<file path="src/rtl/seven_segment_to_binary.sv">
// Seven-segment bus monitor: synchronises and debounces the segment lines,
// then decodes each stable pattern back to its hex digit, blank or illegal.
module seven_segment_to_binary #(
  parameter int unsigned STABLE_COUNT = 16,
  parameter int unsigned CNT_W        = 8
) (
  input  logic       i_Clk,
  input  logic       i_Rst_L,
  input  logic       i_Segment_A,
  input  logic       i_Segment_B,
  input  logic       i_Segment_C,
  input  logic       i_Segment_D,
  input  logic       i_Segment_E,
  input  logic       i_Segment_F,
  input  logic       i_Segment_G,
  output logic [3:0] o_Binary_Num,
  output logic       o_Valid,
  output logic       o_Blank,
  output logic       o_Error,
  output logic [6:0] o_Pattern
);

  localparam int unsigned SEG_W = 7;
  localparam int unsigned NUM_W = 4;
  localparam logic [CNT_W-1:0] STABLE_MAX = CNT_W'(STABLE_COUNT);
  localparam logic [CNT_W-1:0] STABLE_PRE = CNT_W'(STABLE_COUNT - 1);

  logic [SEG_W-1:0] seg_raw;
  logic [SEG_W-1:0] s1_q, s2_q;
  logic [SEG_W-1:0] cand_q, cand_d;
  logic [SEG_W-1:0] last_q, last_d;
  logic [SEG_W-1:0] pat_q, pat_d;
  logic [CNT_W-1:0] count_q, count_d;
  logic [NUM_W-1:0] num_q, num_d;
  logic             valid_q, valid_d;
  logic             blank_q, blank_d;
  logic             error_q, error_d;

  logic [NUM_W-1:0] digit_c;
  logic             legal_c;
  logic             commit_c;

  assign seg_raw = {i_Segment_A, i_Segment_B, i_Segment_C, i_Segment_D,
                    i_Segment_E, i_Segment_F, i_Segment_G};

  // Decode the candidate pattern; legal_c is low for blank and illegal codes.
  always_comb begin
    digit_c = '0;
    legal_c = 1'b1;
    case (cand_q)
      7'h7E: digit_c = 4'h0;
      7'h30: digit_c = 4'h1;
      7'h6D: digit_c = 4'h2;
      7'h79: digit_c = 4'h3;
      7'h33: digit_c = 4'h4;
      7'h5B: digit_c = 4'h5;
      7'h5F: digit_c = 4'h6;
      7'h70: digit_c = 4'h7;
      7'h7F: digit_c = 4'h8;
      7'h7B: digit_c = 4'h9;
      7'h77: digit_c = 4'hA;
      7'h1F: digit_c = 4'hB;
      7'h4E: digit_c = 4'hC;
      7'h3D: digit_c = 4'hD;
      7'h4F: digit_c = 4'hE;
      7'h47: digit_c = 4'hF;
      default: legal_c = 1'b0;
    endcase
  end

  // Stability tracker and commit logic; commit only on the final count step.
  always_comb begin
    cand_d   = cand_q;
    count_d  = count_q;
    last_d   = last_q;
    pat_d    = pat_q;
    num_d    = num_q;
    valid_d  = 1'b0;
    blank_d  = blank_q;
    error_d  = error_q;
    commit_c = (s2_q == cand_q) && (count_q == STABLE_PRE) && (cand_q != last_q);

    if (s2_q != cand_q) begin
      cand_d  = s2_q;
      count_d = CNT_W'(1);
    end else if (count_q < STABLE_MAX) begin
      count_d = count_q + CNT_W'(1);
    end

    if (commit_c) begin
      last_d = cand_q;
      pat_d  = cand_q;
      if (legal_c) begin
        num_d   = digit_c;
        valid_d = 1'b1;
        blank_d = 1'b0;
        error_d = 1'b0;
      end else if (cand_q == '0) begin
        blank_d = 1'b1;
        error_d = 1'b0;
      end else begin
        blank_d = 1'b0;
        error_d = 1'b1;
      end
    end
  end

  always_ff @(posedge i_Clk) begin
    if (!i_Rst_L) begin
      s1_q    <= '0;
      s2_q    <= '0;
      cand_q  <= '0;
      count_q <= '0;
      last_q  <= '0;
      pat_q   <= '0;
      num_q   <= '0;
      valid_q <= 1'b0;
      blank_q <= 1'b1;
      error_q <= 1'b0;
    end else begin
      s1_q    <= seg_raw;
      s2_q    <= s1_q;
      cand_q  <= cand_d;
      count_q <= count_d;
      last_q  <= last_d;
      pat_q   <= pat_d;
      num_q   <= num_d;
      valid_q <= valid_d;
      blank_q <= blank_d;
      error_q <= error_d;
    end
  end

  assign o_Binary_Num = num_q;
  assign o_Valid      = valid_q;
  assign o_Blank      = blank_q;
  assign o_Error      = error_q;
  assign o_Pattern    = pat_q;

endmodule
</file>
<file path="config.mk">
export PLATFORM = sky130hd
export DESIGN_NAME = seven_segment_to_binary
export DESIGN_NICKNAME = d
export VERILOG_FILES = /design/src/rtl/seven_segment_to_binary.sv
export SDC_FILE = /design/constraint.sdc
export NUM_CORES = 1
export LEC_CHECK = 0
export ABC_AREA = 1
export BUFFER_PORTS_ARGS = -buffer_cell sky130_fd_sc_hd__buf_2
export CORE_ASPECT_RATIO = 1.1
export CORE_MARGIN = 2
export CORE_UTILIZATION = 35
export CTS_CLUSTER_DIAMETER = 200
export CTS_CLUSTER_SIZE = 12
export DETAILED_ROUTE_END_ITERATION = 7
export PLACE_DENSITY = 0.57
export SLEW_MARGIN = 20
export SYNTH_ARGS = -nofsm -noshare
export SYNTH_HDL_FRONTEND = slang
export SYNTH_SLANG_ARGS = --single-unit
</file>
<file path="constraint.sdc">
create_clock -name i_Clk -period 1.8 [get_ports i_Clk]
set_clock_uncertainty 0.15 [all_clocks]
set_input_delay 0.36 -clock i_Clk [delete_from_list [all_inputs] [get_ports i_Clk]]
set_output_delay 0.36 -clock i_Clk [all_outputs]
set_load 0.05 [all_outputs]
</file>
==> impl_metrics.sql, run 1 <==
INSERT INTO impl_metrics (metric_group, metric, value, unit) VALUES
('layout', 'drive_gt1_share', '21.88', '%'),
('sta', 'finalHoldViolCount', '0', ''),
('layout', 'post-route-util', '43.51', '%'),
('worst_setup_path', 'worstPathRequired', '1.88', 'ns'),
('placement', 'numPortBuffers', '22', ''),
('layout', 'final_cell_area', '2526', 'sq um'),
('logic_synthesis', 'synthesized_area_fraction_occupied_by_ao_oa_aoi_and_oai_cells', '4.299', '%'),
('logic_synthesis', 'synthCells', '318', ''),
('clocking', 'clockRootBuffer', 'sky130_fd_sc_hd__clkbuf_8', ''),
('logic_synthesis', 'yosys-top-cells-area', 'sky130_fd_sc_hd__dfxtp_1 41%, sky130_fd_sc_hd__nand2_1 15%, sky130_fd_sc_hd__nor2_1 9.7%', ''),
('pwr', 'share_comb_of_total_power', '8.8', '%'),
('sta', 'worst_slew_margin_rel', '84.14', '%'),
('floorplanning', 'initial_core_util', '36.59', '%'),
('logic_synthesis', 'synth_adder_area_share', '0.5889', '%'),
('global_route', 'globalRouteTotalUtil', '14.25', '%'),
('flow_run', 'cap_violations', '0', ''),
('drt', 'avgViaCountPerCell', '4.359', ''),
('sta', 'max_slew.worst_pin.slew', '0.2371', 'ns'),
('pwr', 'power_total', '1.724', 'mW'),
('worst_setup_path', 'r2r.worst_path.cells', '10', ''),
('global_route', 'grt_antenna_before_repair', '0', ''),
('logic_synthesis', 'xor_xnor_portion_of_the_synthesized_cell_area', '3.651', '%'),
('drt', 'post_route_met1_wirelength', '1964', 'um'),
('layout', 'nets', '362', ''),
('clocking', 'total_cts_buffers', '5', ''),
('drt', 'met2WireLength', '2104', 'um'),
('floorplanning', 'num_io_pins', '23', ''),
('sta', 'fmax', '0.6009', 'GHz'),
('logic_synthesis', 'asyncSetResetFlopFracSynth', '0', '%'),
('hold_path', 'hold-path-cell-count', '3', ''),
('layout', 'antenna_cells', '0', ''),
('logic_synthesis', 'synth-edff-count', '0', ''),
('global_route', 'grt_max_degree', '22', ''),
('status', 'status', 'finished clean', ''),
('clocking', 'postCtsHoldBufs', '0', ''),
('drt', 'detailedRoute.firstIterationViolations', '88', ''),
('logic_synthesis', 'synth_commonest_cells', '86 x sky130_fd_sc_hd__nand2_1, 55 x sky130_fd_sc_hd__nor2_1, 48 x sky130_fd_sc_hd__inv_1', ''),
('logic_synthesis', 'synthFlopType', 'sky130_fd_sc_hd__dfxtp_1', ''),
('worst_setup_path', 'regToRegSetupSlack', '0.14', 'ns'),
('floorplanning', 'chipHeight', '85.72', 'um'),
('global_route', 'number_of_global_route_vias_before_repair', '1728', ''),
('logic_synthesis', 'netlist.top_cell.by_area', 'sky130_fd_sc_hd__dfxtp_1', ''),
('pwr', 'clock_power_share', '34.0', '%'),
('worst_setup_path', 'timing.rr.end', 'o_Binary_Num[0]', ''),
('worst_setup_path', 'end_kind', 'flip-flop', ''),
('drt', 'met3WireLength', '135', 'um'),
('worst_setup_path', 'worst-endpoint-arrival', '1.75', 'ns'),
('placement', 'placement.setup.worst_slack', '-0.08081', 'ns'),
('worst_setup_path', 'startpoint_type_of_the_worst_setup_path', 'flip-flop', ''),
('drt', 'dr_total_vias', '1870', ''),
('sta', 'final_period_minus_worst_setup_slack', '1.664', 'ns'),
('clocking', 'worstSkewPairLatency', '0.30', 'ns'),
('logic_synthesis', 'synth_area_per_cell', '6.681', 'sq um'),
('logic_synthesis', 'postSynthNetCount', '328', ''),
('pwr', 'netSwitchingPower', '0.4280', 'mW'),
('drt', 'routed_wirelength', '4266', 'um'),
('layout', 'area_delta_synth_final', '18.90', '%'),
('pwr', 'cell_internal_pwr', '1.296', 'mW'),
('global_route', 'grt_remaining_overflow', '0', ''),
('worst_setup_path', 'cpLargestDelayFamily', 'simple AND/OR/NAND/NOR gates', ''),
('worst_setup_path', 'critPathMostFrequentCell', 'sky130_fd_sc_hd__nand2_1', ''),
('worst_setup_path', 'critPathMaxFanout', '5', ''),
('worst_setup_path', 'critical_path_buf_inv_count', '1', ''),
('drt', 'detail_route.wl_per_cell', '9.944', 'um'),
('logic_synthesis', 'synth_cell_types', '32', ''),
('worst_setup_path', 'max_stage_delay', '0.39', 'ns'),
('pwr', 'power.leakage', '1.301', 'nW'),
('logic_synthesis', 'synth.cell_area', '2125', 'sq um'),
('global_route', 'grt_first_pass_wirelength', '7555', 'um'),
('hold_path', 'min_to', 's1_q[5]', ''),
('floorplanning', 'rows', '29', '');
## worst max-delay path by stage
stage            startpoint         endpoint  slack (ns)  cells past startpoint
6_report          cand_q[6]  o_Binary_Num[0]        0.14                     10
5_1_grt           cand_q[6]  o_Binary_Num[0]       -0.03                     10
4_1_cts           cand_q[2]  o_Binary_Num[3]        0.02                      9
3_5_place_dp      cand_q[6]     o_Pattern[5]       -0.08                      9
3_3_place_gp      cand_q[6]     o_Pattern[5]       -0.12                      9
2_1_floorplan  o_Pattern[6]  o_Binary_Num[0]        0.14                     11
## final cells by class
type / instances / area (sq um) / area share [%]
clock buffer: 5 / 68.82 / 2.724
clock inverter: 2 / 13.76 / 0.5448
inverter: 53 / 201.4 / 7.974
multi-input combinational: 212 / 1039 / 41.11
sequential: 43 / 884.6 / 35.02
tap: 77 / 96.34 / 3.814
timing repair buffer: 37 / 222.7 / 8.816
## logic make-up (layout without fill, tap and decap cells)
logic type               Yosys count  count (layout)
AO/OA/AOI/OAI                     17              17
XOR/XNOR                           8               8
adder cells (fa/ha/maj)            1               1
buffers and inverters             63              97
flip-flops                        43              43
AND/OR/NAND/NOR                  186             186
## routing by layer
layer | up-vias | track usage, %
met3 | 7 | 3.158
met2 | 27 | 24.92
met4 | 0 | 5.423
met1 | 818 | 17.07
met5 | - | 0
li1 | 1018 | -
## per-stage QoR
stage / hold slack [ns] / setup TNS [ns] / instances
after global placement: 0.2459 / -0.4906 / 415
after floorplan: 0.2405 / 0 / 318
after detailed placement: 0.2484 / -0.4972 / 415
after CTS: 0.08138 / 0 / 422
after global routing: 0.08323 / -0.04093 / 429
final: 0.09173 / 0 / 429
## state kept, by name (all words and copies together), names as in the netlist
name          count
o_Blank           1
s1_q              7
count_q           8
o_Pattern         7
o_Valid           1
cand_q            7
o_Binary_Num      4
s2_q              7
o_Error           1
## cell usage in the layout (no fill, tap or decap), types with 6 or more instances in the layout
cell type / count
sky130_fd_sc_hd__buf_2: 22
sky130_fd_sc_hd__buf_4: 15
sky130_fd_sc_hd__dfxtp_1: 36
sky130_fd_sc_hd__dfxtp_4: 6
sky130_fd_sc_hd__inv_1: 48
sky130_fd_sc_hd__nand2_1: 85
sky130_fd_sc_hd__nand3_1: 21
sky130_fd_sc_hd__nor2_1: 54
sky130_fd_sc_hd__o21ai_1: 7
sky130_fd_sc_hd__xnor2_1: 6
## worst reg2reg max path, stage by stage, from the launching register on
cell and delay (ns):
sky130_fd_sc_hd__dfxtp_4 0.39, sky130_fd_sc_hd__inv_4 0.06, sky130_fd_sc_hd__nand2_1 0.07, sky130_fd_sc_hd__nand2_2 0.06, sky130_fd_sc_hd__nor2_1 0.08, sky130_fd_sc_hd__nand2_1 0.09, sky130_fd_sc_hd__nor2_4 0.20, sky130_fd_sc_hd__nand3_4 0.13
sky130_fd_sc_hd__nor2_4 0.20, sky130_fd_sc_hd__nand3_1 0.09, sky130_fd_sc_hd__nand2_1 0.08
## power by group through the flow
stage	clock [mW]	combinational, mW	sequential (mW)
finish	0.587	0.151	0.986
detailed placement	0	0.136	1.02
floorplan	0	0.110	1.00
CTS	0.611	0.136	0.994
global route	0.652	0.175	0.990
global placement	0	0.136	1.02
## what timing repair did
item / in CTS / in global routing
endpoints found under the setup margin: 11 / 15
pin swaps: 0 / 6
setup buffers: 0 / 7
gates resized for setup: 2 / 24
Note: power is estimated with default switching activity, not from simulation.
==> inputs of run 2 (changes only) <==
- PLACE_DENSITY: 0.57 -> 0.64
==> run 2 against run 1 <==
  * Highest routed layer unchanged
  * Utilization decreased by 1.1 points
  * Worst hold slack got worse by 0.0080 ns
  * Non-clock buffer count is 9 lower
  * Critical path depth shrank 1
  * Sequential power up 0.5%
  * Routed wire length rose by 0.56%
  * Register-to-register slack is essentially flat
  * First-iteration DRC count decreased by 19%
==> impl_metrics.sql, run 2 (synthesis results as in run 1) <==
INSERT INTO impl_metrics (metric_group, metric, value, unit) VALUES
('layout', 'max_ffs_per_register', '8', ''),
('worst_setup_path', 'critical_path_cell_with_the_highest_stage_delay', 'sky130_fd_sc_hd__dfxtp_2', ''),
('status', 'status', 'finished clean', ''),
('sta', 'number_of_slew_limit_violations_in_the_final_report', '0', ''),
('global_route', 'globalRouteTotalUtil', '13.89', '%'),
('floorplanning', 'die_x', '78.29', 'um'),
('floorplanning', 'fp.coreArea', '5806', 'sq um'),
('clocking', 'clockRootBuffer', 'sky130_fd_sc_hd__clkbuf_8', ''),
('layout', 'post_layout_nonfiller_instances', '421', ''),
('hold_path', 'min_path_type', 'in -> reg', ''),
('placement', 'placedCellCount', '413', ''),
('worst_setup_path', 'worstPathRequired', '1.85', 'ns'),
('sta', 'final_period_minus_worst_setup_slack', '1.662', 'ns'),
('drt', 'routed_wirelength', '4290', 'um'),
('drt', 'dr_total_vias', '1853', ''),
('hold_path', 'hold-path-cell-count', '3', ''),
('clocking', 'cts.clk_slew.worst_paths', '0.09', 'ns'),
('worst_setup_path', 'setup_crit_path_kind', 'reg -> reg', ''),
('global_route', 'grt_max_degree', '22', ''),
('sta', 'worst_slew_margin_rel', '81.10', '%'),
('placement', 'place_hpwl', '3252', 'um'),
('worst_setup_path', 'end_kind', 'flip-flop', ''),
('sta', 'setup_viol_count_final', '0', ''),
('clocking', 'cts_setup_buffers', '0', ''),
('placement', 'placement.setup.worst_slack', '-0.03425', 'ns'),
('clocking', 'total_cts_buffers', '5', ''),
('layout', 'antenna_cells', '0', ''),
('layout', 'final_cell_area', '2460', 'sq um'),
('worst_setup_path', 'startpoint_type_of_the_worst_setup_path', 'flip-flop', ''),
('worst_setup_path', 'worst_r2r_startpoint', 'cand_q[6]', ''),
('drt', 'ant_nets', '0', ''),
('global_route', 'grt_remaining_overflow', '0', ''),
('placement', 'routabilityCongestion', '0.8751', ''),
('pwr', 'power.leakage', '1.260', 'nW'),
('global_route', 'grt_antenna_before_repair', '0', ''),
('sta', 'post-route-worst-setup-slack', '0.1378', 'ns'),
('layout', 'registers.top_by_ff_count', 'count_q', ''),
('floorplanning', 'design.die.area', '6710', 'sq um'),
('placement', 'placedInstanceArea', '2318', 'sq um'),
('drt', 'remaining_drc_errors', '0', ''),
('drt', 'detailedRoute.firstIterationViolations', '71', ''),
('worst_setup_path', 'max_stage_delay', '0.39', 'ns'),
('sta', 'max_slew.worst_pin.slew', '0.2835', 'ns'),
('global_route', 'grt_first_pass_wirelength', '7369', 'um'),
('layout', 'area_delta_synth_final', '15.78', '%'),
('hold_path', 'min_to', 's1_q[3]', ''),
('layout', 'drive_gt1_share', '19.19', '%'),
('pwr', 'power.ir.vdd_worst', '0.0005402', 'V'),
('clocking', 'postCtsHoldBufs', '0', ''),
('sta', 'fmax', '0.6016', 'GHz'),
('sta', 'finalHoldViolCount', '0', ''),
('pwr', 'power_total', '1.903', 'mW'),
('worst_setup_path', 'critPathMaxFanout', '7', ''),
('drt', 'avgViaCountPerCell', '4.401', ''),
('worst_setup_path', 'critPathMostFrequentCell', 'sky130_fd_sc_hd__nand2_1', ''),
('sta', 'timing.hold.ws', '0.08378', 'ns'),
('hold_path', 'hold_crit_start', 'i_Segment_D', ''),
('layout', 'top_library_cells_by_usage_in_the_layout_fill_and_taps_aside', '86 x sky130_fd_sc_hd__nand2_1, 53 x sky130_fd_sc_hd__nor2_1, 48 x sky130_fd_sc_hd__inv_1, 35 x sky130_fd_sc_hd__dfxtp_1, 24 x sky130_fd_sc_hd__nand3_1', ''),
('worst_setup_path', 'regToRegSetupSlack', '0.14', 'ns'),
('sta', 'layout_worst_path_cycle_share', '92.34', '%'),
('pwr', 'pwrdens', '773.5', 'nW/um^2'),
('placement', 'numPortBuffers', '22', ''),
('sta', 'grt_setup_unrepaired', 'false', ''),
('clocking', 'tritoncts', 'built', ''),
('layout', 'nets', '353', ''),
('clocking', 'cts.htree.levels', '2', ''),
('worst_setup_path', 'worst-endpoint-arrival', '1.71', 'ns'),
('floorplanning', 'num_io_pins', '23', ''),
('floorplanning', 'rows', '29', ''),
('worst_setup_path', 'worstPathCellList', 'inv_2 -> nand2_1 -> nand2_1 -> nor2_1 -> nand2_1 -> nor2_4 -> nand3_2 -> o21ai_0 -> nor2_1', ''),
('flow_run', 'cap_violations', '0', ''),
('drt', 'drtPass1Iterations', '4', ''),
('worst_setup_path', 'r2r.worst_path.cells', '9', ''),
('worst_setup_path', 'timing.rr.end', 'o_Pattern[5]', ''),
('layout', 'final_common_cell', 'sky130_fd_sc_hd__nand2_1', ''),
('floorplanning', 'initial_core_util', '36.59', '%'),
('global_route', 'number_of_global_route_vias_before_repair', '1775', ''),
('drt', 'detail_route.wl_per_cell', '10.19', 'um'),
('clocking', 'numClockSinks', '43', ''),
('clocking', 'clock_tree.buffer_depth', '2', ''),
('floorplanning', 'chipHeight', '85.72', 'um'),
('clocking', 'worstSkewPairLatency', '0.30', 'ns');
-- run 2: cell count changes in the layout (fill, tap and decap cells not counted), sizes merged --
cell,previous run,this run
clkinv,2,1
buf,37,28
inv,53,54
bufinv,0,1
-- run 2: layout make-up --
| class | count | area [sq um] |
|---|---|---|
| fill | 619 | 3346 |
| sequential | 43 | 880.8 |
| tap | 77 | 96.34 |
| timing repair buffer | 28 | 155.1 |
| multi-input combinational | 212 | 1012 |
| clock buffer | 5 | 68.82 |
| inverter | 53 | 198.9 |
| clock inverter | 3 | 47.55 |
-- run 2: stage by stage --
stage                     TNS [ns]  utilization [%]
after floorplan                  0                -
after global placement     -0.1634            39.94
after detailed placement   -0.1200            39.94
after CTS                        0            41.96
after global routing             0            42.37
final                            0            42.37
-- run 2: critical path: cells and delay by family, from the launching register on --
family	cells	cell delay, ns
and+or+nand+nor	7	0.73
DFF	1	0.39
AOI/OAI and AO/OA	1	0.20
buffers and inverters	1	0.08
-- run 2: how the worst max path moves through the flow --
stage,cells after the start,from,slack [ns],to
2_1_floorplan,11,o_Pattern[6],0.14,o_Binary_Num[0]
3_3_place_gp,10,cand_q[4],-0.04,o_Binary_Num[1]
3_5_place_dp,10,cand_q[4],-0.03,o_Binary_Num[1]
4_1_cts,7,cand_q[5],0.04,o_Pattern[1]
5_1_grt,9,cand_q[6],0.007,o_Binary_Num[0]
6_report,9,cand_q[6],0.14,o_Pattern[5]
-- run 2: per-layer routing --
metal | wire (um) | track usage [%]
met3 | 151 | 3.158
met5 | 0 | 0
met1 | 1962 | 16.06
met4 | 110 | 6.539
met2 | 2066 | 24.29
-- run 2: timing repair --
item,4_1_cts,5_1_grt
resized for setup,1,15
setup endpoints to repair,6,12
gates cloned,0,0
-- run 2: report_power, final --
group	switching [mW]	internal (mW)	leakage [nW]
registers	0.0211	0.970	0.355
clock network	0.360	0.421	0.0587
logic	0.0821	0.0495	0.846
total	0.463	1.44	1.26
